**config.mk**
```make
export PLATFORM = sky130hd
export DESIGN_NAME = rx_fir_decimator
export DESIGN_NICKNAME = d
export VERILOG_FILES = /design/src/rtl/rx_fir_decimator.sv
export SDC_FILE = /design/constraint.sdc
export NUM_CORES = 1
export LEC_CHECK = 0
export BUFFER_PORTS_ARGS = -buffer_cell sky130_fd_sc_hd__buf_4
export CORE_MARGIN = 5
export CORE_UTILIZATION = 45
export DETAILED_ROUTE_END_ITERATION = 10
export GPL_TIMING_DRIVEN = 0
export PLACE_DENSITY_LB_ADDON = 0.05
export SETUP_SLACK_MARGIN = 0.02
export SYNTH_ARGS = -nofsm -noshare
export SYNTH_HDL_FRONTEND = slang
export SYNTH_SLANG_ARGS = --single-unit
```
**constraint.sdc**
```tcl
create_clock -name clock -period 10.8 [get_ports clock]
set_clock_uncertainty 0.1 [all_clocks]
set_input_delay 2.16 -clock clock [delete_from_list [all_inputs] [get_ports clock]]
set_output_delay 2.16 -clock clock [all_outputs]
set_load 0.1 [all_outputs]
```
**src/rtl/rx_fir_decimator.sv**
```systemverilog
// 24-tap raised-cosine matched filter with 4x decimation at a selectable sampling phase.
// Emits one saturated symbol sample and a hard bit decision per symbol.
module rx_fir_decimator #(
  parameter int NB_INPUT   = 8,
  parameter int NBF_INPUT  = 7,
  parameter int NB_OUTPUT  = 8,
  parameter int NBF_OUTPUT = 7,
  parameter int NB_COEFF   = 9,
  parameter int NBF_COEFF  = 7
) (
  input  logic                        clock,
  input  logic                        i_reset,
  input  logic                        i_enable,
  input  logic signed [NB_INPUT-1:0]  i_data,
  input  logic        [1:0]           i_phase,
  output logic signed [NB_OUTPUT-1:0] o_data,
  output logic                        o_valid,
  output logic                        o_bit
);

  // Tap count and decimation factor are tied to the coefficient table below.
  localparam int N_TAPS    = 24;
  localparam int OS_FACTOR = 4;
  localparam int NB_PHASE  = $clog2(OS_FACTOR);
  localparam int NB_PROD   = NB_INPUT + NB_COEFF;
  localparam int NB_ACC    = NB_PROD + 5;
  localparam int LSB       = NBF_INPUT + NBF_COEFF - NBF_OUTPUT;
  localparam int NB_TOP    = NB_ACC - LSB - NB_OUTPUT + 1;

  localparam logic signed [NB_COEFF-1:0] COEFF [N_TAPS] = '{
    9'sd0,   9'sd1,   9'sd2,   9'sd3,   9'sd0,   -9'sd7,
    -9'sd15, -9'sd16, 9'sd0,   9'sd34,  9'sd77,  9'sd114,
    9'sd128, 9'sd114, 9'sd77,  9'sd34,  9'sd0,   -9'sd16,
    -9'sd15, -9'sd7,  9'sd0,   9'sd3,   9'sd2,   9'sd1
  };

  logic signed [NB_INPUT-1:0]  x [N_TAPS];
  logic        [NB_PHASE-1:0]  phase_cnt;
  logic                        strobe_d;
  logic signed [NB_ACC-1:0]    acc;
  logic        [NB_TOP-1:0]    acc_top;
  logic signed [NB_OUTPUT-1:0] out_sat;

  always_ff @(posedge clock) begin
    if (i_reset) begin
      for (int k = 0; k < N_TAPS; k++) x[k] <= '0;
      phase_cnt <= '0;
      strobe_d  <= 1'b0;
    end else begin
      strobe_d <= 1'b0;
      if (i_enable) begin
        x[0] <= i_data;
        for (int k = 1; k < N_TAPS; k++) x[k] <= x[k-1];
        phase_cnt <= phase_cnt + 1'b1;
        strobe_d  <= (phase_cnt == i_phase);
      end
    end
  end

  // Full-precision sum; products are exact in NB_PROD bits, growth absorbed by NB_ACC.
  always_comb begin
    acc = '0;
    for (int k = 0; k < N_TAPS; k++) begin
      acc = acc + NB_ACC'(NB_PROD'(x[k]) * NB_PROD'(COEFF[k]));
    end
  end

  always_comb begin
    acc_top = acc[NB_ACC-1 -: NB_TOP];
    out_sat = acc[LSB +: NB_OUTPUT];
    if (!((&acc_top) || !(|acc_top))) begin
      out_sat = acc[NB_ACC-1] ? {1'b1, {(NB_OUTPUT-1){1'b0}}}
                              : {1'b0, {(NB_OUTPUT-1){1'b1}}};
    end
  end

  always_ff @(posedge clock) begin
    if (i_reset) begin
      o_data  <= '0;
      o_valid <= 1'b0;
      o_bit   <= 1'b0;
    end else begin
      o_valid <= strobe_d;
      if (strobe_d) begin
        o_data <= out_sat;
        o_bit  <= ~out_sat[NB_OUTPUT-1];
      end
    end
  end

endmodule
```
==> key figures, run 1 <==
Detailed routing
  – DR vias/cell: 4.72
  – Vias: roughly 14000
  – DR WL/cell: 19.8 um
  – Drt drc: 0
  – DR pass1 iterations: 5
  – Post-DRT Antenna Nets: 0
  – Routed WL: between 50000 and 60000 um
  – Drt initial violations: approximately 790

Clocking
  – TritonCTS clock tree: built
  – Root Buffer: clkbuf_16
  – CTS clk-pin slew, worst paths: about 0.060 ns
  – CTS Buf Count: 27
  – Hold_buf cts: 0
  – Clock tree buffer depth: 3
  – Worst-Skew Late Latency: about 0.57 ns
  – H-tree depth: 1
  – Clk sinks: around 210

STA
  – Setup TNS Final: 0 ns
  – Final worst path period share: roughly 98%
  – Minimum clock period after layout: roughly 11 ns
  – Fin. max-slew vios: 0
  – RSZ-0062 raised after global routing: true
  – Final Hold Fails: 0
  – Rel. slew slack: a little over a quarter
  – Final hold slack: around 0.39 ns
  – Achievable clock frequency: approximately 94 MHz
  – Final setup vio count: 0
  – Worst slew pin tran: around 1.1 ns

Synth
  – Syn. warnings: 0
  – Main flop type after synthesis: edfxtp_1
  – Synth top area cells: fa_1 (34%), edfxtp_1 (24%), ha_1 (16%)
  – Average size of a mapped cell: 11.4 um^2
  – Sequential area share after synthesis: 25.3%
  – Post-Synthesis Cell Area: approximately 24000 um^2
  – Area leader, netlist: fa_1
  – Distinct cells, synth: 51
  – Post-synth EDFFs: approximately 190
  – Syn_nets: about 2800
  – Post-synth top area share: around 34%
  – Yosys reg bits: ~200
  – Asr flop ratio synth: 0%
  – Post-Syn Instances: roughly 2100

Worst hold path
  – Min-delay src: o_data[3]
  – HP Class: reg -> reg

Cells and area
  – Layout Nets: about 2900
  – # diodes: 0
  – Area of the multi-input gates: between 15000 and 20000 um^2
  – Share of layout cells above drive strength 1: 8.67%
  – Sequential cell area: ~6000 um^2
  – Final core occ: between 50% and 60%
  – Fin area: between 20000 and 30000 um^2
  – Fill count: ~4800
  – Syn-to-layout area delta: 11.1%

Placement
  – Placed inst area: 25000 um^2
  – Placer Congestion: just over 0.8
  – Detailed Place HPWL: between 40000 and 50000 um
  – I/O Buffers: 22

Global route
  – Met3 Use GR: between 2 and 2.5%
  – M2 GR Usage: 35.5%
  – Total track usage: a little over a fifth
  – Met1 GRT Util: between 20% and 30%
  – Largest net degree at the start of global routing: 62
  – Vias in the first global route: 14800
  – First-pass GRT wire length: approximately 89000 um
  – Busiest layer in global routing: met2
  – Initial antenna violation count: 2
  – Global route overflow: 0

Worst setup path
  – Slowest CP cell: fa_2
  – Req. time, crit path: ~11 ns
  – CP Max Fanout: 5
  – Delay-heaviest family, CP: adder cells
  – Crit end category: flop
  – Critical path launch point: x[1][41]
  – CP Class: reg -> reg
  – Slowest stage delay, CP: 0.60 ns
  – Crit start category: flop
  – CP dominant cell by count: fa_1
  – Reg-to-reg startpoint: x[1][41]
  – Flop-to-flop setup slack: roughly 0.19 ns
  – Buf/Inv on CP: 9
  – Arr. time, crit path: roughly 11 ns

Die
  – Vert. Die Dim: 240 um
  – Die ar.: 57700 um^2
  – # IOs: 23
  – Starting Density: about 45%
  – Die width: around 240 um
  – Core area: 52600 um^2
  – Rows: between 80 and 90

Run
  – MaxCap Viol Count: 0

Run status
  – Status: completed
==> final timing paths <==
kind	to	cells after the start
max	o_data[6]	36
min	o_data[3]	2
max reg2reg	o_data[6]	36
min reg2reg	o_data[3]	2
==> per-stage QoR <==
| stage | cells | worst slack [ns] |
|---|---|---|
| global route | 2880 | -0.258 |
| detailed placement | 2797 | -0.999 |
| CTS | 2869 | 0.0210 |
| global placement | 2794 | -0.929 |
| floorplan | 2084 | 0.267 |
| finish | 2880 | 0.190 |
==> placed cells by master (no fill, tap or decap), drive strengths merged, types with 25 or more instances in the layout <==
cell type and count:
edfxtp 192, nor2b 31, a21oi 31, xor2 25, fa 410, buf 61
inv 644, clkbuf 55, xnor2 74, nor2 55, and2 145, nand2 25
ha 302
==> cell families after synthesis <==
kind of cell             after synthesis  share of synthesized area, %
AND/OR/NAND/NOR                      307                          7.43
flip-flops                           205                          25.3
AO/OA/AOI/OAI                         93                          2.61
adder cells (fa/ha/maj)              712                          50.3
multiplexers                           3                         0.126
buffers and inverters                664                          10.5
XOR/XNOR                             100                          3.83
==> sequential cells by signal, indices dropped and copies added (netlist names) <==
| register | count |
|---|---|
| x | 192 |
| o_data | 8 |
| o_bit | 1 |
| strobe_d | 1 |
| o_valid | 1 |
| phase_cnt | 2 |
==> synth_stat cells, types with 2 or more instances <==
| cell | n |
|---|---|
| a211oi_1 | 4 |
| a21boi_0 | 3 |
| a21o_1 | 18 |
| a21oi_1 | 30 |
| a221o_1 | 5 |
| and2_1 | 145 |
| buf_1 | 2 |
| clkbuf_1 | 23 |
| dfxtp_1 | 13 |
| edfxtp_1 | 192 |
| fa_1 | 410 |
| ha_1 | 302 |
| inv_1 | 639 |
| mux2i_1 | 3 |
| nand2_1 | 25 |
| nand2b_1 | 16 |
| nand3_1 | 4 |
| nand4_1 | 4 |
| nor2_1 | 55 |
| nor2b_1 | 31 |
| nor3_1 | 6 |
| nor3b_1 | 2 |
| nor4_4 | 2 |
| nor4b_1 | 2 |
| o21a_1 | 3 |
| o21ai_0 | 13 |
| o21bai_1 | 8 |
| or2_2 | 2 |
| or3_1 | 5 |
| xnor2_1 | 73 |
| xor2_1 | 23 |
| xor2_2 | 2 |
==> timing repair <==
| item | 4_1_cts | 5_1_grt |
|---|---|---|
| setup buffers | 23 | 11 |
| gates resized for setup | 45 | 56 |
| pin swaps | 23 | 49 |
| endpoints found under the hold margin | 0 | 0 |
| endpoints found under the setup margin | 9 | 9 |
==> final cells by class <==
cell class	instances	area share, %
Timing Repair Buffer	59	1.93
Clock inverter	17	0.440
Sequential cell	205	22.8
Clock buffer	32	2.70
Multi-Input combinational cell	1215	59.5
Inverter	639	9.06
Buffer	25	0.383
Tap cell	688	3.25
==> worst reg2reg max path: cells and delay by family, from the launching register on <==
| kind | cells | cell delay [ns] |
|---|---|---|
| DFF | 1 | 0.48 |
| adders and majority gates | 15 | 6.74 |
| and+or+nand+nor | 4 | 0.94 |
| buffers and inverters | 9 | 0.54 |
| AOI/OAI and AO/OA | 6 | 1.45 |
| xor gates and xnor gates | 2 | 0.24 |
==> per-layer routing <==
layer / share of wire (%) / routed length [um] / vias to the layer above
met1: 44 / 25000 / 6940
met2: 51 / 28800 / 155
met3: 3.1 / 1770 / 51
met4: 2.4 / 1370 / 0
met5: 0 / 0 / -
li1: - / - / 6447
Power of run 1 is left out: the tool's default activity adds up to more than one toggle a clock period on the data nets, which glitch-free logic cannot reach.
==> run 2, diff against run 1 <==
- BUFFER_PORTS_ARGS: -buffer_cell sky130_fd_sc_hd__buf_4 -> not set
- CORE_MARGIN: 5 -> not set
- DONT_BUFFER_PORTS: not set -> 1
==> run 2 against run 1 <==
  * Via count shrank 0.65%
  * Non-clock buffer count shrank 23
  * Critical path depth grew 5
  * Largest cell class unchanged
  * Highest routed layer is now met5
==> key figures, run 2 (synthesis gave the netlist of run 1 again) <==
Detailed routing
  – DR vias/cell: ~4.7
  – DR WL/cell: 20.2 um
  – Drt initial violations: approximately 750
  – DR pass1 iterations: 4
  – Drt drc: 0
  – Vias: roughly 14000
  – Routed WL: around 57000 um
  – Post-DRT Antenna Nets: 0

Die
  – Rows: between 80 and 90
  – Die width: 232 um
  – Vert. Die Dim: roughly 230 um
  – Starting Density: roughly 46%
  – Core area: 51800 um^2
  – Die ar.: around 54000 um^2
  – # IOs: 23

Global route
  – First-pass GRT wire length: around 90000 um
  – Total track usage: roughly 23%
  – Global route overflow: 0
  – Largest net degree at the start of global routing: a little over 60
  – Vias in the first global route: ~15000
  – Initial antenna violation count: 2

Clocking
  – Worst-Skew Late Latency: 0.54 ns
  – TritonCTS clock tree: built
  – Clk sinks: between 200 and 250
  – CTS Buf Count: 26
  – Root Buffer: clkbuf_16
  – H-tree depth: 1
  – Clock tree buffer depth: 3
  – CTS clk-pin slew, worst paths: around 0.060 ns

Worst setup path
  – Crit start category: flop
  – Critical path launch point: x[1][25]
  – CP Max Fanout: 4
  – Reg-to-reg startpoint: x[1][25]
  – CP Class: reg -> reg
  – CP dominant cell by count: fa_1
  – Slowest stage delay, CP: roughly 0.58 ns
  – Reg2Reg Depth: 41
  – Req. time, crit path: approximately 11 ns
  – Arr. time, crit path: approximately 11 ns
  – FF-to-FF End: o_data[3]
  – Flop-to-flop setup slack: about 0.045 ns
  – Slowest CP cell: fa_1
  – Crit end category: flop
  – CP endpoint: o_data[3]

Cells and area
  – Commonest non-fill, non-tap cell in the layout: inv_1
  – # diodes: 0
  – Layout Nets: roughly 2900
  – Biggest register: x
  – Max FFs per register: roughly 190
  – Final core occ: between 50% and 60%
  – Largest regs: x: 192 flops, o_data: 8 flops, phase_cnt: 2 flops
  – Share of layout cells above drive strength 1: under 10%
  – Most frequent cells in the layout: inv_1 (632), fa_1 (406), ha_1 (288), edfxtp_1 (192), and2_1 (145)
  – Syn-to-layout area delta: 10.3%

STA
  – Minimum clock period after layout: around 11 ns
  – Worst slew pin tran: about 1.1 ns
  – Final Hold Fails: 0
  – Final worst path period share: approximately 100%
  – Rel. slew slack: between 20% and 30%
  – Final setup vio count: 0
  – RSZ-0062 raised after global routing: true
  – Fin. max-slew vios: 0
  – Achievable clock frequency: just over 90 MHz

Placement
  – I/O Buffers: 0
  – Detailed Place HPWL: a little under 50000 um
  – Placer Congestion: between 0.8 and 0.9

Run status
  – Status: completed

Run
  – MaxCap Viol Count: 0

Worst hold path
  – HP Class: reg -> reg
run 2: repair_timing:
item,in CTS,in global routing
pin swaps,17,43
buffers inserted,22,10
endpoints found under the setup margin,9,9
cloned,1,0
hold buffers,0,0
gates resized for setup,44,51
run 2: final cells by class:
type	count	area, um^2
Buffer	25	101
Clock buffer	34	702
Clock inverter	14	115
Fill cell	4686	25500
Inverter	639	2400
Multi-Input combinational cell	1215	15800
Sequential cell	205	6030
Tap cell	680	851
Timing Repair Buffer	36	343
run 2: worst max-delay path, delay by kind of cell (launching register included):
family | cells | cell delay (ns)
adder cells (fa/ha/maj) | 14 | 6.12
buffers and inverters | 9 | 0.89
AND/OR/NAND/NOR | 3 | 0.73
flip-flops | 1 | 0.52
XOR/XNOR | 1 | 0.15
AO/OA/AOI/OAI | 14 | 2.15
run 2: layer usage:
layer  up-vias  track usage, %  part of all wire (%)
met5         -               0                 0.023
met4         2            4.87                   2.4
met3        49            2.23                   3.1
met2       156            37.9                    48
met1      6894            32.5                    46
li1       6404               -                     -
run 2: metrics by stage:
step           setup TNS (ns)  hold slack (ns)  worst slack, ns  std cells  cell area [um^2]
6_report                    0            0.415           0.0452       2848             26300
5_1_grt                 -2.48            0.425           -0.322       2848             26300
4_1_cts                     0            0.416          0.00923       2838             26000
3_5_place_dp            -9.98            0.401            -1.20       2767             24800
3_3_place_gp            -9.17            0.399            -1.11       2764             24700
2_1_floorplan               0            0.397            0.267       2084             23800
run 2: how the worst min path moves through the flow:
stage | from | to | slack [ns] | depth (start not counted)
2_1_floorplan | x[0][2] | x[0][10] | 0.40 | 1
3_3_place_gp | x[0][38] | x[0][46] | 0.40 | 1
3_5_place_dp | x[2][5] | x[2][13] | 0.40 | 1
4_1_cts | x[2][5] | x[2][13] | 0.42 | 1
5_1_grt | x[2][5] | x[2][13] | 0.42 | 1
6_report | x[2][5] | x[2][13] | 0.42 | 1
Power of run 2 is left out for the same reason.
==> run 3, diff against run 2 <==
- CORE_UTILIZATION: 45 -> 35
==> run 3 against run 2 <==
  * The flow now finishes with violations (setup timing)
  * Wire length is 7.0% higher
  * Non-clock buffer count shrank 7
  * Critical endpoint is now o_data[0]
  * Die area up 28%
  * Global-route usage is 3.9 points lower
==> key figures, run 3 (synthesis gave the netlist of run 1 again) <==
Detailed routing
  – DR vias/cell: about 4.5
  – DR pass1 iterations: 4
  – Drt drc: 0
  – Drt initial violations: just under 600
  – Routed WL: 61500 um
  – DR WL/cell: 20.3 um
  – Post-DRT Antenna Nets: 0
  – Vias: about 14000

STA
  – Fin. max-slew vios: 0
  – Rel. slew slack: between 20% and 30%
  – Achievable clock frequency: approximately 92 MHz
  – Minimum clock period after layout: ~11 ns
  – Final Hold Fails: 0
  – Final hold slack: 0.413 ns
  – Worst slew pin tran: 1.13 ns
  – Final worst path period share: 100%
  – Final setup vio count: 5
  – Setup WS post-layout: -0.0301 ns
  – RSZ-0062 raised after global routing: true

Cells and area
  – Layout Nets: 2867
  – Fin cells: a little over 3000
  – Syn-to-layout area delta: 11.0%
  – Max FFs per register: 192
  – Fin area: between 20000 and 30000 um^2
  – Biggest register: x
  – Fill count: 6666
  – Largest regs: x: 192 flops, o_data: 8 flops, phase_cnt: 2 flops
  – Commonest non-fill, non-tap cell in the layout: inv_1
  – Share of layout cells above drive strength 1: 6.61%
  – Most frequent cells in the layout: inv_1 (630), fa_1 (405), ha_1 (293), edfxtp_1 (192), and2_1 (144)
  – # diodes: 0

Clocking
  – Root Buffer: clkbuf_16
  – Hold_buf cts: 0
  – H-tree depth: 1
  – CTS clk-pin slew, worst paths: 0.06 ns
  – Clk sinks: 205
  – CTS Buf Count: 27
  – Worst-Skew Late Latency: approximately 0.57 ns
  – Clock tree buffer depth: 3
  – TritonCTS clock tree: built

Global route
  – Global route overflow: 0
  – Initial antenna violation count: 8
  – Total track usage: 19.0%
  – First-pass GRT wire length: around 96000 um
  – Vias in the first global route: 15300
  – Largest net degree at the start of global routing: 65

Worst setup path
  – CP Class: reg -> reg
  – Delay-heaviest family, CP: adder cells
  – CP dominant cell by count: fa_1
  – WP depth: 42
  – Reg2Reg Depth: 42
  – Slowest CP cell: fa_1
  – Reg-to-reg startpoint: x[1][25]
  – Crit start category: flop
  – Crit end category: flop
  – Slowest stage delay, CP: between 0.5 and 0.6 ns
  – CP Max Fanout: 5
  – Req. time, crit path: 11.16 ns
  – Arr. time, crit path: 11.19 ns
  – Flop-to-flop setup slack: -0.03 ns
  – Buf/Inv on CP: 8
  – FF-to-FF End: o_data[0]

Placement
  – Placed inst area: roughly 25000 um^2
  – I/O Buffers: 0
  – Placer Congestion: 0.812
  – Detailed Place HPWL: approximately 52000 um
  – Placed Cells: 2960

Worst hold path
  – Min-delay src: x[2][0]
  – HP Class: reg -> reg
  – Worst Hold Path EP: x[2][8]
  – Hold Crit Depth: 1

Run
  – MaxCap Viol Count: 0

Die
  – Starting Density: between 30% and 40%
  – Die width: about 260 um
  – Core area: a little under 70000 um^2
  – # IOs: 23
  – Vert. Die Dim: roughly 260 um
  – Rows: between 90 and 100
  – Die ar.: 69200 um^2

Run status
  – Failing checks: setup timing
  – Status: finished, violations left
run 3: cell types whose count changed in the layout (fill, tap and decap cells not counted), moves of 3 or more:
cell | previous run | this run
buf_4 | 28 | 23
ha_1 | 288 | 293
clkinvlp_4 | 4 | 0
ha_4 | 12 | 8
buf_6 | 5 | 2
clkinv_1 | 4 | 7
run 3: worst max path at each step:
stage / from / endpoint / slack, ns
after floorplan: x[1][26] / o_data[0] / 0.27
after CTS: x[1][25] / o_data[0] / 0.009
after global placement: x[1][24] / o_data[0] / -1.12
after detailed placement: x[1][24] / o_data[2] / -1.25
final: x[1][25] / o_data[0] / -0.03
after global routing: x[1][25] / o_data[6] / -0.38
run 3: cell type report:
type	count	area (um^2)	share of cell area [%]
plain buffers	25	105	0.397
clock inverters	15	145	0.549
repair buffers	29	310	1.17
flip-flops and latches	205	6030	22.8
well taps	873	1090	4.13
clock buffers	34	702	2.65
inverters	639	2400	9.07
multi-input cells	1215	15700	59.3
run 3: timing repair:
action	in CTS	in global routing
gates cloned	1	0
pin swaps	28	46
setup endpoints to repair	9	9
gates resized for setup	64	26
setup buffers	19	7
run 3: worst register-to-register path, delay by kind of cell (launching register included):
| kind | cells | cell delay [ns] |
|---|---|---|
| flip-flops | 1 | 0.51 |
| AO/OA/AOI/OAI | 9 | 1.54 |
| adder cells (fa/ha/maj) | 14 | 6.07 |
| XOR/XNOR | 8 | 1.58 |
| buffers and inverters | 8 | 0.47 |
| AND/OR/NAND/NOR | 3 | 0.44 |
run 3: routing by layer:
metal  share of wire [%]  global-route usage (%)  vias to the layer above
met3                 2.6                    1.66                       57
met2                  50                    33.3                      131
li1                    -                       -                     6399
met4                 2.3                    3.78                        0
met1                  45                    25.5                     6930
met5                   0                       0                        -
run 3: through the flow:
stage | util [%] | setup TNS (ns) | setup WS, ns
4_1_cts | 39.1 | 0 | 0.00912
6_report | 39.3 | -0.105 | -0.0301
3_3_place_gp | 37.1 | -9.30 | -1.12
5_1_grt | 39.3 | -2.93 | -0.385
2_1_floorplan | - | 0 | 0.267
3_5_place_dp | 37.2 | -10.53 | -1.25
Power of run 3 is left out for the same reason.
